### config.mk
export PLATFORM = sky130hd
export DESIGN_NAME = fetch_instruction_queue_flat
export DESIGN_NICKNAME = d
export VERILOG_FILES = /design/src/rtl/fetch_instruction_queue_if.sv /design/src/rtl/fetch_instruction_queue.sv /design/src/flat_wrapper.sv
export SDC_FILE = /design/constraint.sdc
export NUM_CORES = 1
export LEC_CHECK = 0
export BUFFER_PORTS_ARGS = -buffer_cell sky130_fd_sc_hd__clkbuf_2
export CAP_MARGIN = 0
export CORE_MARGIN = 2
export CORE_UTILIZATION = 30
export CTS_CLUSTER_SIZE = 30
export DETAILED_ROUTE_END_ITERATION = 8
export PLACE_DENSITY = 0.5
export SLEW_MARGIN = 0
export SYNTH_ARGS = -nofsm -noshare
export SYNTH_HDL_FRONTEND = slang
export SYNTH_SLANG_ARGS = --single-unit
### constraint.sdc
create_clock -name clk -period 16.8 [get_ports clk]
set_input_delay 2.52 -clock clk [delete_from_list [all_inputs] [get_ports clk]]
set_output_delay 2.52 -clock clk [all_outputs]
set_load 0.005 [all_outputs]
### src/rtl/fetch_instruction_queue_if.sv
// Fetch/pre-decode side bundle of the fetch instruction queue.
// The queue attaches through the slave modport; fetch, decode and flush drive the master side.
interface fetch_instruction_queue_if #(
    parameter int FETCH_WIDTH  = 2,
    parameter int DECODE_WIDTH = 2,
    parameter int DEPTH        = 8,
    parameter int PC_WIDTH     = 32,
    parameter int INSN_WIDTH   = 32
);
    localparam int CNT_W = $clog2(DEPTH) + 1;

    logic                               flush;
    logic [FETCH_WIDTH-1:0]             in_valid;
    logic [FETCH_WIDTH*PC_WIDTH-1:0]    in_pc;
    logic [FETCH_WIDTH*INSN_WIDTH-1:0]  in_insn;
    logic [FETCH_WIDTH-1:0]             in_pred_taken;
    logic                               in_ready;
    logic [DECODE_WIDTH-1:0]            out_valid;
    logic [DECODE_WIDTH*PC_WIDTH-1:0]   out_pc;
    logic [DECODE_WIDTH*INSN_WIDTH-1:0] out_insn;
    logic [DECODE_WIDTH-1:0]            out_pred_taken;
    logic                               out_ready;
    logic [CNT_W-1:0]                   count;

    modport master (
        output flush, in_valid, in_pc, in_insn, in_pred_taken, out_ready,
        input  in_ready, out_valid, out_pc, out_insn, out_pred_taken, count
    );

    modport slave (
        input  flush, in_valid, in_pc, in_insn, in_pred_taken, out_ready,
        output in_ready, out_valid, out_pc, out_insn, out_pred_taken, count
    );
endinterface

### src/rtl/fetch_instruction_queue.sv
// Compacting multi-lane FIFO decoupling fetch from pre-decode, with one-cycle flush.
// Occupancy checker lives alongside the queue and is instantiated by it.
module fetch_instruction_queue_chk #(
    parameter int DEPTH = 8,
    parameter int CNT_W = 4
) (
    input logic             clk,
    input logic             rst,
    input logic [CNT_W-1:0] count_i
);
    // Occupancy can never exceed the storage size
    a_no_overflow: assert property (@(posedge clk) disable iff (!rst) count_i <= CNT_W'(DEPTH));
endmodule

module fetch_instruction_queue #(
    parameter int FETCH_WIDTH  = 2,
    parameter int DECODE_WIDTH = 2,
    parameter int DEPTH        = 8,
    parameter int PC_WIDTH     = 32,
    parameter int INSN_WIDTH   = 32
) (
    input logic                    clk,
    input logic                    rst,
    fetch_instruction_queue_if.slave bus
);
    localparam int PTR_W = $clog2(DEPTH);
    localparam int CNT_W = PTR_W + 1;

    logic [PC_WIDTH-1:0]   mem_pc_q   [DEPTH];
    logic [INSN_WIDTH-1:0] mem_insn_q [DEPTH];
    logic                  mem_pt_q   [DEPTH];

    logic [PTR_W-1:0] head_q, head_d;
    logic [PTR_W-1:0] tail_q, tail_d;
    logic [CNT_W-1:0] count_q, count_d;

    logic             in_ready_s;
    logic             enq_s;
    logic             deq_s;
    logic [CNT_W-1:0] n_valid_s;
    logic [CNT_W-1:0] n_in_s;
    logic [CNT_W-1:0] n_out_s;
    logic [CNT_W-1:0] avail_s;
    logic [PTR_W-1:0] slot_s   [FETCH_WIDTH];
    logic [PTR_W-1:0] rd_idx_s [DECODE_WIDTH];

    // Compaction: each valid lane's offset from tail is the number of valid lanes below it
    always_comb begin
        n_valid_s = {CNT_W{1'b0}};
        for (int i = 0; i < FETCH_WIDTH; i++) begin
            slot_s[i] = n_valid_s[PTR_W-1:0];
            n_valid_s = n_valid_s + CNT_W'(bus.in_valid[i]);
        end
    end

    // Accept/consume decisions use the registered count only, so dequeue never lends credit
    always_comb begin
        in_ready_s = (CNT_W'(DEPTH) - count_q) >= CNT_W'(FETCH_WIDTH);
        enq_s      = in_ready_s & ~bus.flush;
        deq_s      = bus.out_ready & ~bus.flush;
        avail_s    = (count_q > CNT_W'(DECODE_WIDTH)) ? CNT_W'(DECODE_WIDTH) : count_q;
        n_in_s     = enq_s ? n_valid_s : {CNT_W{1'b0}};
        n_out_s    = deq_s ? avail_s : {CNT_W{1'b0}};
    end

    // Pointer and occupancy next state; flush collapses everything to empty
    always_comb begin
        if (bus.flush) begin
            head_d  = {PTR_W{1'b0}};
            tail_d  = {PTR_W{1'b0}};
            count_d = {CNT_W{1'b0}};
        end else begin
            head_d  = head_q + n_out_s[PTR_W-1:0];
            tail_d  = tail_q + n_in_s[PTR_W-1:0];
            count_d = count_q + n_in_s - n_out_s;
        end
    end

    // Control registers with synchronous active-low reset
    always_ff @(posedge clk) begin
        if (!rst) begin
            head_q  <= {PTR_W{1'b0}};
            tail_q  <= {PTR_W{1'b0}};
            count_q <= {CNT_W{1'b0}};
        end else begin
            head_q  <= head_d;
            tail_q  <= tail_d;
            count_q <= count_d;
        end
    end

    // Entry storage is never cleared; pointers alone define what is live
    always_ff @(posedge clk) begin
        for (int i = 0; i < FETCH_WIDTH; i++) begin
            if (rst && enq_s && bus.in_valid[i]) begin
                mem_pc_q[tail_q + slot_s[i]]   <= bus.in_pc[i*PC_WIDTH +: PC_WIDTH];
                mem_insn_q[tail_q + slot_s[i]] <= bus.in_insn[i*INSN_WIDTH +: INSN_WIDTH];
                mem_pt_q[tail_q + slot_s[i]]   <= bus.in_pred_taken[i];
            end
        end
    end

    // Oldest entries to pre-decode; empty lanes are forced to zero
    always_comb begin
        bus.out_valid      = {DECODE_WIDTH{1'b0}};
        bus.out_pc         = {(DECODE_WIDTH*PC_WIDTH){1'b0}};
        bus.out_insn       = {(DECODE_WIDTH*INSN_WIDTH){1'b0}};
        bus.out_pred_taken = {DECODE_WIDTH{1'b0}};
        for (int i = 0; i < DECODE_WIDTH; i++) begin
            rd_idx_s[i] = head_q + PTR_W'(i);
            if (count_q > CNT_W'(i)) begin
                bus.out_valid[i]                        = 1'b1;
                bus.out_pc[i*PC_WIDTH +: PC_WIDTH]       = mem_pc_q[rd_idx_s[i]];
                bus.out_insn[i*INSN_WIDTH +: INSN_WIDTH] = mem_insn_q[rd_idx_s[i]];
                bus.out_pred_taken[i]                    = mem_pt_q[rd_idx_s[i]];
            end else begin
                bus.out_valid[i] = 1'b0;
            end
        end
    end

    assign bus.in_ready = in_ready_s;
    assign bus.count    = count_q;

    fetch_instruction_queue_chk #(
        .DEPTH (DEPTH),
        .CNT_W (CNT_W)
    ) u_chk (
        .clk     (clk),
        .rst     (rst),
        .count_i (count_q)
    );
endmodule

### src/flat_wrapper.sv
// flat-port wrapper written by rule: the top's interface ports become plain ports
module fetch_instruction_queue_flat 
#(
    parameter int FETCH_WIDTH  = 2,
    parameter int DECODE_WIDTH = 2,
    parameter int DEPTH        = 8,
    parameter int PC_WIDTH     = 32,
    parameter int INSN_WIDTH   = 32
)
  (clk, rst, bus_flush, bus_in_valid, bus_in_pc, bus_in_insn, bus_in_pred_taken, bus_out_ready, bus_in_ready, bus_out_valid, bus_out_pc, bus_out_insn, bus_out_pred_taken, bus_count);
  fetch_instruction_queue_if #(.FETCH_WIDTH(FETCH_WIDTH), .DECODE_WIDTH(DECODE_WIDTH), .DEPTH(DEPTH), .PC_WIDTH(PC_WIDTH), .INSN_WIDTH(INSN_WIDTH)) bus_i ();
  input logic clk;
  input logic rst;
  input wire logic [$bits(bus_i.flush)-1:0] bus_flush;
  input wire logic [$bits(bus_i.in_valid)-1:0] bus_in_valid;
  input wire logic [$bits(bus_i.in_pc)-1:0] bus_in_pc;
  input wire logic [$bits(bus_i.in_insn)-1:0] bus_in_insn;
  input wire logic [$bits(bus_i.in_pred_taken)-1:0] bus_in_pred_taken;
  input wire logic [$bits(bus_i.out_ready)-1:0] bus_out_ready;
  output wire logic [$bits(bus_i.in_ready)-1:0] bus_in_ready;
  output wire logic [$bits(bus_i.out_valid)-1:0] bus_out_valid;
  output wire logic [$bits(bus_i.out_pc)-1:0] bus_out_pc;
  output wire logic [$bits(bus_i.out_insn)-1:0] bus_out_insn;
  output wire logic [$bits(bus_i.out_pred_taken)-1:0] bus_out_pred_taken;
  output wire logic [$bits(bus_i.count)-1:0] bus_count;
  assign bus_i.flush = bus_flush;
  assign bus_i.in_valid = bus_in_valid;
  assign bus_i.in_pc = bus_in_pc;
  assign bus_i.in_insn = bus_in_insn;
  assign bus_i.in_pred_taken = bus_in_pred_taken;
  assign bus_i.out_ready = bus_out_ready;
  assign bus_in_ready = bus_i.in_ready;
  assign bus_out_valid = bus_i.out_valid;
  assign bus_out_pc = bus_i.out_pc;
  assign bus_out_insn = bus_i.out_insn;
  assign bus_out_pred_taken = bus_i.out_pred_taken;
  assign bus_count = bus_i.count;
  fetch_instruction_queue #(.FETCH_WIDTH(FETCH_WIDTH), .DECODE_WIDTH(DECODE_WIDTH), .DEPTH(DEPTH), .PC_WIDTH(PC_WIDTH), .INSN_WIDTH(INSN_WIDTH)) u_core (.clk(clk), .rst(rst), .bus(bus_i));
endmodule
## After elaboration in Yosys (flattened, before gate mapping)

Memories as Yosys holds them, arrays and structs flattened. A register that Yosys moved wholly into a read port is not among the register bits.
Index checks and enable logic that the tools add are counted.

- Logic and storage cells: 44
- Flip-flop bits (word level): 10
- Memory bits (writable): 520
- Memories kept: 3

Memories:

| name | words | width | rd ports | clocked after Yosys merged registers in | write ports | line | text |
|---|---|---|---|---|---|---|---|
| u_core.mem_insn_q | 8 | 32 | 2 | 1 | 2 | fetch_instruction_queue.sv:30 | `logic [INSN_WIDTH-1:0] mem_insn_q [DEPTH];` |
| u_core.mem_pc_q | 8 | 32 | 2 | 1 | 2 | fetch_instruction_queue.sv:29 | `logic [PC_WIDTH-1:0] mem_pc_q [DEPTH];` |
| u_core.mem_pt_q | 8 | 1 | 2 | 1 | 2 | fetch_instruction_queue.sv:31 | `logic mem_pt_q [DEPTH];` |

- $lt $le $gt $ge: 4
- Reductions and logical operators: 4
- Add/subtract/negate cells: 8
- Muxes and demuxes: 18
- Bitwise operators: 4

Operators by type and width:

| kind | count |
|---|---|
| $mux W32 | 4 |
| $mux W4 | 3 |
| $mux W3 | 3 |
| $gt A4 B1 Y1 const B | 2 |
| $mux W1 | 8 |
| $add A3 B3 Y3 | 2 |
| $add A4 B4 Y4 | 1 |
| $ge A4 B2 Y1 const B | 1 |
| $gt A4 B2 Y1 const B | 1 |
| $sub A4 B4 Y4 | 1 |
| $sub A4 B4 Y4 const A | 1 |
| $add A3 B1 Y3 | 1 |
| $add A3 B1 Y3 const B | 1 |
| $logic_and A1 B1 Y1 | 3 |
| $add A1 B1 Y2 | 1 |
| $and A1 B1 Y1 | 2 |
| $not A1 Y1 | 2 |
| $reduce_or A2 Y1 | 1 |

## Depth between registers and ports, before layout

- Depth after elaboration: 7
- Depth in mapped cells: 14

## Worst setup path before layout

OpenSTA, ideal clock, no wires.

- Path kind: input -> register
- Start: input bus_in_valid[0]
- End: memory u_core.mem_insn_q[2][0], enable pin
- Required time: 16.291 ns
- Arrival time: 6.530 ns
- Slack: 9.761 ns
- Cell stages on the path: 5
- Library setup time: 0.509 ns
- Cells stage by stage: ha_1 ha_1 xnor2_1 nand4_1 a21oi_1

RTL lines:

| item | line | text |
|---|---|---|
| from (decl) | flat_wrapper.sv:15 | `input wire logic [$bits(bus_i.in_valid)-1:0] bus_in_valid;` |
| to (decl) | fetch_instruction_queue.sv:30 |  |

## Final worst setup path

- Start: register u_core.head_q[1]
- End: output bus_out_insn[39]

- Cells in the longest elaborated chain, start to end: 3

Ends and longest elaborated chain:

| item | line | text |
|---|---|---|
| from (decl) | fetch_instruction_queue.sv:33 | `logic [PTR_W-1:0] head_q, head_d;` |
| from (signal assigned) | fetch_instruction_queue.sv:82 | `head_q <= {PTR_W{1'b0}};` |
| $add A3 B1 Y3 | fetch_instruction_queue.sv:110 | `rd_idx_s[i] = head_q + PTR_W'(i);` |
| $mem_v2 Z8 W32 | - |  |
| $mux W32 | fetch_instruction_queue.sv:111 | `if (count_q > CNT_W'(i)) begin` |
| to (decl) | flat_wrapper.sv:23 | `output wire logic [$bits(bus_i.out_insn)-1:0] bus_out_insn;` |

Every way passes these cells.

==> impl_metrics.csv <==
group,metric,value,unit
logic_synthesis,synth-async-reset-ratio,0,
final_layout,final_cell_count_no_fill,3569,
logic_synthesis,synth_area_leader_cell,"edfxtp_1",
final_layout,finalNetCount,2294,
final_layout,diodes,0,
pwr,power.density,99.1,mW/mm^2
placement,io_buffer_count,272,
critical_path,setup.worst_path.start_class,"register",
clock_network,cts_post_setup_buffers_inserted,0,
placement,gp_congestion,0.753,
logic_synthesis,netlist.area_leader.share,0.498,
floorplan,die_width,327,um
route,detail_route.iter0.violations,1326,
sta,timing.clock.skew,0.0188,ns
logic_synthesis,synthFlopType,"edfxtp_1",
final_layout,layout-drive-gt1-share,0.550,
floorplan,fp-row-count,118,
route,avgViaCountPerCell,5.38,
clock_network,clkSlewWorstSetupHoldPaths,0.06,ns
route,drt_first_pass_iters,5,
logic_synthesis,synth.area.top_cells,"edfxtp_1 (50%), mux4_2 (19%), mux2_2 (15%)",
grt,maximum_number_of_pins_on_one_net_before_global_route_repair,122,
placement,detailed_place.area,0.0341,sq mm
pwr,intPower,0.00255,W
logic_synthesis,synthTopCellsByCount,"edfxtp_1 (520), mux2_2 (420), mux4_2 (260), nand2_1 (135), mux2_4 (100)",
sta,final.period_utilization,0.411,
sta,final.setup.tns,0,ns
clock_network,clk_root_buffer_cell,"clkbuf_16",
clock_network,numClockSinks,530,
sta,setup_violations,0,
logic_synthesis,synth_nets,2066,
logic_synthesis,synthMostInstantiatedCell,"edfxtp_1",
clock_network,cts_htree_levels,3,
critical_path,worstPathRequired,14.28,ns
pwr,comb_power_share,0.197,
floorplan,fp.dieArea,0.107,sq mm
sta,finalCriticalPeriod,6.91,ns
sta,fmaxAchievable,145,MHz
critical_path,timing.critical_path.fanout_max,50,
logic_synthesis,synth.ff_latch_count,530,
route,detail-route-antenna-nets,0,
grt,grt_pass1_wl,147,mm
pwr,reported_net_switching_power,0.00103,W
route,wl_met2,52.2,mm
job,drv_cap,0,
placement,post-dp-hpwl,57.7,mm
pwr,clock_power_share,0.380,
grt,overflow,0,
placement,placed_cells_incl_taps,3450,
logic_synthesis,cells_after_synth,1910,
floorplan,die_h,327,um
status,status,"completed",
sta,worst_pin_slew,1.15,ns
clock_network,clock_tree.buffer_depth,3,
clock_network,cts_resized,0,
sta,unrepaired_setup_endpoints_after_global_routing,"false",
floorplan,initial_utilization,0.303,
pwr,power_switching_share,0.287,
clock_network,worst_skew_pair.late_latency,0.61,ns
critical_path,worst-setup-path-type,"reg2out",
clock_network,numCtsBuffers,66,
final_layout,synthToLayoutAreaGrowth,15.1,%
floorplan,core_box_area,0.104,sq mm
route,route.met3.wl,5.53,mm
floorplan,top_level_ports,273,
pwr,p_leak,12.0,nW
clock_network,tritoncts,"done",
route,drc_errors,0,
sta,report.final.hold_viol_count,0,
logic_synthesis,yosys_warnings,0,
sta,final_max_slew_viol_count,0,
route,detailed_route_via_count,19211,
clock_network,cts-hold-fix-buffers,0,
pwr,total_power,0.00358,W
sta,slew_headroom,0.234,
logic_synthesis,synth-seq-area-share,0.504,
pwr,p_seq_frac,0.423,
grt,grt_antenna_before_repair,12,
hold_path,min-delay-path-class,"reg2reg",
logic_synthesis,count_of_flip_flops_with_a_built_in_enable_after_synthesis,520,
route,avgRoutedWirePerCell,28.8,um
grt,globalRouteTotalUtil,0.190,
critical_path,cp_data_arrival_time,4.39,ns
logic_synthesis,synthDistinctLibCells,40,
route,route.top_layer_used,"met5",
logic_synthesis,syn-mean-instance-area,16.4,sq um
pwr,ir_drop,0.0599,mV
route,drt-total-wl,103,mm
route,met1Wirelength,43.0,mm
final_layout,finalInstanceArea,0.0361,sq mm
grt,vias_in_the_first_global_route,20513,
logic_synthesis,synth.cell_area,0.0314,sq mm
critical_path,timing.critical_path.to_type,"primary output",
metrics by stage:
stage	setup slack, ns	utilization	hold slack [ns]
after floorplan	9.76	-	0.575
after global placement	10.48	0.329	0.609
after detailed placement	10.44	0.329	0.643
after CTS	9.76	0.348	0.653
after global routing	9.63	0.348	0.693
final	9.89	0.348	0.667
layout make-up:
type | count | area [sq um]
Clock buffer | 88 | 1840
Clock inverter | 31 | 170
Fill cell | 10038 | 67500
Inverter | 14 | 57.6
Multi-Input combinational cell | 1211 | 14800
Sequential cell | 530 | 15800
Tap cell | 1380 | 1730
Timing Repair Buffer | 315 | 1700
cell usage in the layout, fill, tap and decap left out, drive strengths merged, types with 3 or more instances in the layout:
cell / synthesis / final
a21oi: 72 / 72
and2: 5 / 5
buf: 100 / 43
clkbuf: 55 / 360
clkinv: 1 / 28
dfxtp: 10 / 10
edfxtp: 520 / 520
ha: 18 / 18
inv: 13 / 15
mux2: 520 / 520
mux2i: 65 / 65
mux4: 260 / 260
nand2: 135 / 135
nand3: 8 / 8
nand4: 4 / 4
nor2: 81 / 81
nor2b: 5 / 5
nor3: 3 / 3
nor3b: 4 / 4
o21ai: 3 / 3
xnor2: 4 / 4
xor2: 7 / 7
per-layer routing:
metal / vias to the layer above / global-route usage
li1: 8170 / -
met1: 10304 / 0.242
met2: 574 / 0.333
met3: 145 / 0.0380
met4: 18 / 0.0403
met5: - / 0
registers in the layout, summed over array words and instances, names as in the netlist:
name,count
u_core.tail_q,3
u_core.head_q,3
u_core.mem_insn_q,256
u_core.bus.count,4
u_core.mem_pc_q,256
u_core.mem_pt_q,8
cell families (layout without fill, tap and decap cells):
logic type | after synthesis | after routing | share of synthesized area
DFF | 530 | 530 | 0.504
AOI/OAI and AO/OA | 82 | 82 | 0.0137
buffers and inverters | 169 | 448 | 0.0304
muxes | 845 | 845 | 0.406
xor gates and xnor gates | 11 | 11 | 0.00307
and+or+nand+nor | 253 | 253 | 0.0340
adders and majority gates | 20 | 20 | 0.00846
worst paths after layout:
path	startpoint	end	slack [ns]	cells past startpoint
min reg2reg	u_core.tail_q[2]	u_core.tail_q[2]	0.67	2
min	u_core.tail_q[2]	u_core.tail_q[2]	0.67	2
max	u_core.head_q[1]	bus_out_insn[39]	9.89	6
max reg2reg	u_core.bus.count[1]	u_core.mem_pc_q[4][0]	12.62	9
critical path, cell delays in order, from the launching register on:
cell and delay (ns):
dfxtp_4 1.07, ha_4 0.67, buf_4 0.87, mux4_2 0.37, nand2_1 0.06, a21oi_1 0.41, clkbuf_2 0.20
power by group through the flow:
stage | clock network (W) | logic [W] | registers (W)
2_1_floorplan | 0 | 0.000359 | 0.00153
3_3_place_gp | 0 | 0.000715 | 0.00154
3_5_place_dp | 0 | 0.000721 | 0.00154
4_1_cts | 0.00140 | 0.000724 | 0.00151
5_1_grt | 0.00144 | 0.000762 | 0.00152
6_report | 0.00136 | 0.000703 | 0.00151
No activity file was read; power rests on OpenSTA's default activity.
